File: config.mk
export PLATFORM = sky130hd
export DESIGN_NAME = seg_scan_ctrl
export DESIGN_NICKNAME = d
export VERILOG_FILES = /design/src/rtl/seg_scan_ctrl.sv
export SDC_FILE = /design/constraint.sdc
export NUM_CORES = 1
export LEC_CHECK = 0
export CAP_MARGIN = 10
export CORE_MARGIN = 8
export CORE_UTILIZATION = 45
export DETAILED_ROUTE_END_ITERATION = 12
export PLACE_DENSITY = 0.84
export SKIP_CTS_REPAIR_TIMING = 1
export SLEW_MARGIN = 20
export SYNTH_ARGS = -nofsm -noshare
export SYNTH_HDL_FRONTEND = slang
export SYNTH_SLANG_ARGS = --single-unit
export TNS_END_PERCENT = 20
File: constraint.sdc
create_clock -name cpu_clk -period 6.52 [get_ports cpu_clk]
set_input_delay 1.304 -clock cpu_clk [delete_from_list [all_inputs] [get_ports cpu_clk]]
set_output_delay 1.304 -clock cpu_clk [all_outputs]
set_load 0.01 [all_outputs]
File: src/rtl/seg_scan_ctrl.sv
// seg_scan_ctrl: bus-mapped multiplexed 7-segment display controller.
// It holds three registers: DATA (one hex nibble per digit), CTRL (enable, blank
// mask, decimal-point mask) and BRIGHT (PWM duty level). It scans DIGITS
// common-anode digits in turn and dims each digit slot by PWM.
// All pin outputs are registered. They are computed from the scan counters and
// register values that hold during the previous cycle.
// Legal parameters: DIGITS in 1..8; SCAN_DIV a multiple of 16 and at least 16.
module seg_scan_ctrl #(
  parameter int DIGITS   = 8,
  parameter int SCAN_DIV = 50000
) (
  input  logic              cpu_clk,
  input  logic              cpu_rst,
  input  logic              wen,
  input  logic [31:0]       addr,
  input  logic [31:0]       wdata,
  output logic [31:0]       rdata,
  output logic [DIGITS-1:0] dig_en,
  output logic [6:0]        seg,
  output logic              seg_dp
);

  // One digit slot has 16 PWM phases. Each phase lasts SCAN_DIV/16 cycles.
  localparam int PRE_MAX = SCAN_DIV / 16;
  localparam int PRE_W   = (PRE_MAX > 1) ? $clog2(PRE_MAX) : 1;
  localparam int IDX_W   = (DIGITS > 1) ? $clog2(DIGITS) : 1;
  localparam logic [PRE_W-1:0] PRE_LAST = PRE_W'(PRE_MAX - 1);
  localparam logic [IDX_W-1:0] IDX_LAST = IDX_W'(DIGITS - 1);

  typedef enum logic [1:0] {
    REG_DATA   = 2'd0,
    REG_CTRL   = 2'd1,
    REG_BRIGHT = 2'd2,
    REG_RSVD   = 2'd3
  } reg_sel_e;

  reg_sel_e sel;
  assign sel = reg_sel_e'(addr[3:2]);

  // Only addr[3:2] and the low register fields are decoded. The rest of the bus is ignored.
  logic unused_bus_bits;
  assign unused_bus_bits = ^{addr[31:4], addr[1:0], wdata};

  // Active-low hex font, bit order G..A.
  function automatic logic [6:0] hex_font(input logic [3:0] v);
    logic [6:0] f;
    unique case (v)
      4'h0: f = 7'b1000000;
      4'h1: f = 7'b1111001;
      4'h2: f = 7'b0100100;
      4'h3: f = 7'b0110000;
      4'h4: f = 7'b0011001;
      4'h5: f = 7'b0010010;
      4'h6: f = 7'b0000010;
      4'h7: f = 7'b1111000;
      4'h8: f = 7'b0000000;
      4'h9: f = 7'b0010000;
      4'hA: f = 7'b0001000;
      4'hB: f = 7'b0000011;
      4'hC: f = 7'b1000110;
      4'hD: f = 7'b0100001;
      4'hE: f = 7'b0000110;
      default: f = 7'b0001110;
    endcase
    return f;
  endfunction

  // Register file.
  logic [4*DIGITS-1:0] data_q, data_d;
  logic                en_q, en_d;
  logic [DIGITS-1:0]   blank_q, blank_d;
  logic [DIGITS-1:0]   dp_q, dp_d;
  logic [3:0]          bright_q, bright_d;

  // Scan counters.
  logic [PRE_W-1:0]    pre_q, pre_d;
  logic [3:0]          phase_q, phase_d;
  logic [IDX_W-1:0]    idx_q, idx_d;

  // Registered pin drivers.
  logic [DIGITS-1:0]   dig_en_q, dig_en_d;
  logic [6:0]          seg_q, seg_d;
  logic                seg_dp_q, seg_dp_d;

  logic                lit;
  logic [3:0]          nibble;

  // Bus write decode. Bits above the configured digit count are dropped.
  always_comb begin
    // NOTE: every comb output gets a default first, so no path can leave a latch.
    data_d   = data_q;
    en_d     = en_q;
    blank_d  = blank_q;
    dp_d     = dp_q;
    bright_d = bright_q;
    if (wen) begin
      unique case (sel)
        REG_DATA:   data_d = wdata[4*DIGITS-1:0];
        REG_CTRL: begin
          en_d    = wdata[0];
          blank_d = wdata[8 +: DIGITS];
          dp_d    = wdata[16 +: DIGITS];
        end
        REG_BRIGHT: bright_d = wdata[3:0];
        default: ;
      endcase
    end
  end

  // Combinational read-back. Unimplemented bits read as zero.
  always_comb begin
    rdata = '0;
    unique case (sel)
      REG_DATA:   rdata[4*DIGITS-1:0] = data_q;
      REG_CTRL: begin
        rdata[0]           = en_q;
        rdata[8 +: DIGITS]  = blank_q;
        rdata[16 +: DIGITS] = dp_q;
      end
      REG_BRIGHT: rdata[3:0] = bright_q;
      default: ;
    endcase
  end

  // Scan sequencing: prescaler, then phase, then digit index.
  // All three are held at 0 while the display is disabled.
  always_comb begin
    pre_d   = pre_q;
    phase_d = phase_q;
    idx_d   = idx_q;
    if (!en_q) begin
      pre_d   = '0;
      phase_d = '0;
      idx_d   = '0;
    end else if (pre_q == PRE_LAST) begin
      pre_d   = '0;
      phase_d = phase_q + 4'd1;
      if (phase_q == 4'hF) begin
        idx_d = (idx_q == IDX_LAST) ? '0 : idx_q + IDX_W'(1);
      end
    end else begin
      pre_d = pre_q + PRE_W'(1);
    end
  end

  // Pin values for the next edge, from the current scan position and register values.
  always_comb begin
    nibble   = data_q[{idx_q, 2'b00} +: 4];
    lit      = en_q && (phase_q <= bright_q) && !blank_q[idx_q];
    dig_en_d = '1;
    seg_d    = 7'h7F;
    seg_dp_d = 1'b1;
    if (lit) begin
      dig_en_d[idx_q] = 1'b0;
      seg_d           = hex_font(nibble);
      seg_dp_d        = ~dp_q[idx_q];
    end
  end

  // Register state. Reset gives EN=1 and full brightness.
  always_ff @(posedge cpu_clk or posedge cpu_rst) begin
    if (cpu_rst) begin
      // NOTE: sequential state uses non-blocking assignments, so every flop samples pre-edge values.
      data_q   <= '0;
      en_q     <= 1'b1;
      blank_q  <= '0;
      dp_q     <= '0;
      bright_q <= 4'hF;
    end else begin
      data_q   <= data_d;
      en_q     <= en_d;
      blank_q  <= blank_d;
      dp_q     <= dp_d;
      bright_q <= bright_d;
    end
  end

  // Scan counter state. Reset aborts any partial slot.
  always_ff @(posedge cpu_clk or posedge cpu_rst) begin
    if (cpu_rst) begin
      pre_q   <= '0;
      phase_q <= '0;
      idx_q   <= '0;
    end else begin
      pre_q   <= pre_d;
      phase_q <= phase_d;
      idx_q   <= idx_d;
    end
  end

  // Output flops. They go dark as soon as reset is asserted.
  always_ff @(posedge cpu_clk or posedge cpu_rst) begin
    if (cpu_rst) begin
      dig_en_q <= '1;
      seg_q    <= 7'h7F;
      seg_dp_q <= 1'b1;
    end else begin
      dig_en_q <= dig_en_d;
      seg_q    <= seg_d;
      seg_dp_q <= seg_dp_d;
    end
  end

  assign dig_en = dig_en_q;
  assign seg    = seg_q;
  assign seg_dp = seg_dp_q;

endmodule

==> flow_summary.yaml <==
outcome:
  status: "complete, no violations"
synth:
  syn-cell-area_sq_um: 4603
  yosysMostFrequentCell: "dfrtp_1"
  async_reset_ff_share_pct: 100.0
  synth_top_area_share_pct: 36.42
  dominantRegCellSynth: "dfrtp_1"
  ys_seq_elements: 88
  ys_warn_count: 0
  synth_edf_count: 0
  synth_largest_area_cell: "dfrtp_1"
  yosysUniqueCellTypes: 53
  yosysSeqAreaShare_pct: 48.41
  synth_cells: 393
  synth_area_leaders: "dfrtp_1, mux2_2, dfstp_2, mux2i_1, ha_1"
  synth.avg_cell_area_sq_um: 11.71
  synth_commonest_cells: "dfrtp_1, mux2_2, nor2_1, mux2i_1, dfstp_2"
  synth_nets: 474
power:
  vdd_drop_max_uv: 135.8
  finalPower_mw: 1.496
  leakage_nw: 2.432
  powerDensity_nw_per_um2: 257.6
route:
  wl_um: 10940
  drtAntennaViolNets: 0
  wl_per_cell_um: 17.82
  vias_per_cell: 5.360
  drt_iter0_markers: 149
  num_vias: 3291
  drc_errors: 0
  dr.pass1.iters: 4
timing:
  setup_violations: 0
  fin_skew_ns: 0.01197
  max-slew-margin-rel_pct: 31.94
  fin_crit_sh_pct: 75.00
  fin_crit_ns: 4.890
  tns_ns: 0
  fmax_ghz: 0.2045
  drv_slew: 0
  hold_viol: 0
  grt_setup_unrepaired: "no"
  tightestPinTransition_ns: 0.9925
  hold_ws_ns: 0.5349
cells_and_area:
  final_util_pct: 57.29
  n_antenna_cell: 0
  syn2layout_area_growth_pct: 26.18
  fin_area_sq_um: 5808
  final_nets: 554
  drive_above_1_share_pct: 23.64
cts:
  clk_path_buf_depth: 2
  cts_root_buf: "clkbuf_8"
  cts.sinks: 88
  path_clk_slew_ns: 0.09
  cts-htree-levels: 3
  clk_latency_ns: 0.35
  numCtsBuffers: 9
  cts_tree: "done"
place:
  place_area_sq_um: 5572
  dp_hpwl_um: 8049
  place.gp.congestion: 0.8313
  portBuffers: 84
floorplanning:
  die_w_um: 117.1
  rows: 37
  coreArea_sq_um: 10140
  io_pins: 115
  die_h_um: 117.1
  initial_utilization_pct: 45.40
  die_area_sq_um: 13720
worst_setup_path:
  required_ns: 5.22
  cp_max_fo: 23
  worst_path_most_repeated_cell: "clkdlybuf4s50_1"
  r2r_setup_slack_ns: 3.50
  cp_cell_sequence: "clkdlybuf4s50_1, buf_4, nor2_1, and2_1, clkdlybuf4s50_1"
  cpLargestDelayFamily: "buffers and inverters"
  critPathLaunch: "addr[2]"
  cp-endpoint: "rdata[4]"
  cp_slowest_stage_delay_ns: 0.78
  cp.depth: 5
  setup.worst_path.end_class: "primary output"
  timing.rr.end: "seg[4]$_DFF_PP1_"
  timing.rr.start: "idx_q[0]$_DFFE_PP0P_"
  r2r_cells: 5
  startpoint_type: "primary input"
  path_buf_inv: 3
  critPathKind: "primary input to primary output"
  cpMaxStageDelayCell: "nor2_1"
  critical_path_arrival_ns: 3.59
grt:
  grtUsageTotal_pct: 17.23
  grt_first_pass_wirelength_um: 18270
  overflow: 0
  grt_pass1_vias: 3563
  antenna_found_initial: 0
  grt_max_degree: 47
min_path:
  holdCritPathClass: "register to register"
  hold_depth: 1
flow_run:
  cap_violations: 0
==> through the flow <==
step | worst slack, ns | cells
after floorplan | 2.972 | 393
after global placement | 1.660 | 598
after detailed placement | 1.608 | 598
after CTS | 1.608 | 614
after global routing | 1.528 | 614
final | 1.630 | 614
==> layer usage <==
layer  wire [um]  track usage, %  vias to the layer above
met4         115           6.997                        0
met2        5418           28.56                      103
li1            -               -                     1530
met5           0               0                        -
met3         766           3.438                        8
met1        4642           21.58                     1650
==> where the power goes <==
part           internal [mW]  total [mW]  leakage (nW)  switching [mW]
Sequential             0.637       0.698          1.05          0.0617
Clock                  0.254       0.445         0.120           0.191
Combinational          0.195       0.353          1.26           0.157
Total                   1.09        1.50          2.43           0.410
==> layout make-up <==
class                      count  area [sq um]
multi-input combinational    269          2230
clock inverter                 6         108.9
tap                          136         170.2
fill                         818          4330
sequential                    88          2228
timing repair buffer          90         885.9
inverter                      15         57.56
clock buffer                  10         127.6
==> cell usage in the layout, fill, tap and decap left out, types with 5 or more instances in the layout <==
cell             Yosys  layout
nor2_1              40      40
mux2_2              56      56
nand3_1              9       9
o21ai_0              7       7
ha_1                14      14
and2_1              19      19
nand2_1             19      19
clkdlybuf4s50_1      0      84
inv_1               13      12
clkbuf_8             0       9
nor2b_1              5       5
buf_4                1       6
xnor2_1              9       9
mux2i_1             30      30
dfrtp_1             67      67
mux4_2               6       6
dfstp_2             21      21
==> worst min path at each step <==
stage	from	endpoint	slack [ns]
floorplan	data_q[31]$_DFFE_PP0P_	data_q[31]$_DFFE_PP0P_	0.47
global placement	pre_q[0]$_DFF_PP0_	pre_q[0]$_DFF_PP0_	0.49
detailed placement	blank_q[0]$_DFFE_PP0P_	blank_q[0]$_DFFE_PP0P_	0.52
CTS	data_q[23]$_DFFE_PP0P_	data_q[23]$_DFFE_PP0P_	0.54
global route	pre_q[0]$_DFF_PP0_	pre_q[0]$_DFF_PP0_	0.56
finish	blank_q[0]$_DFFE_PP0P_	blank_q[0]$_DFFE_PP0P_	0.53
==> sequential cells by signal, indices dropped and copies added (netlist names) <==
signal    cells
blank_q       8
bright_q      4
data_q       32
dig_en        8
dp_q          8
en_q          1
idx_q         3
phase_q       4
pre_q        12
seg           7
seg_dp        1
==> kinds of logic after synthesis <==
| kind of cell | share of synthesized area (%) |
|---|---|
| XOR/XNOR | 2.474 |
| flip-flops | 48.41 |
| buffers and inverters | 3.153 |
| adder cells (fa/ha/maj) | 3.805 |
| AND/OR/NAND/NOR | 13.40 |
| multiplexers | 23.89 |
| AO/OA/AOI/OAI | 4.865 |
Note: power is estimated with default switching activity, not from simulation.
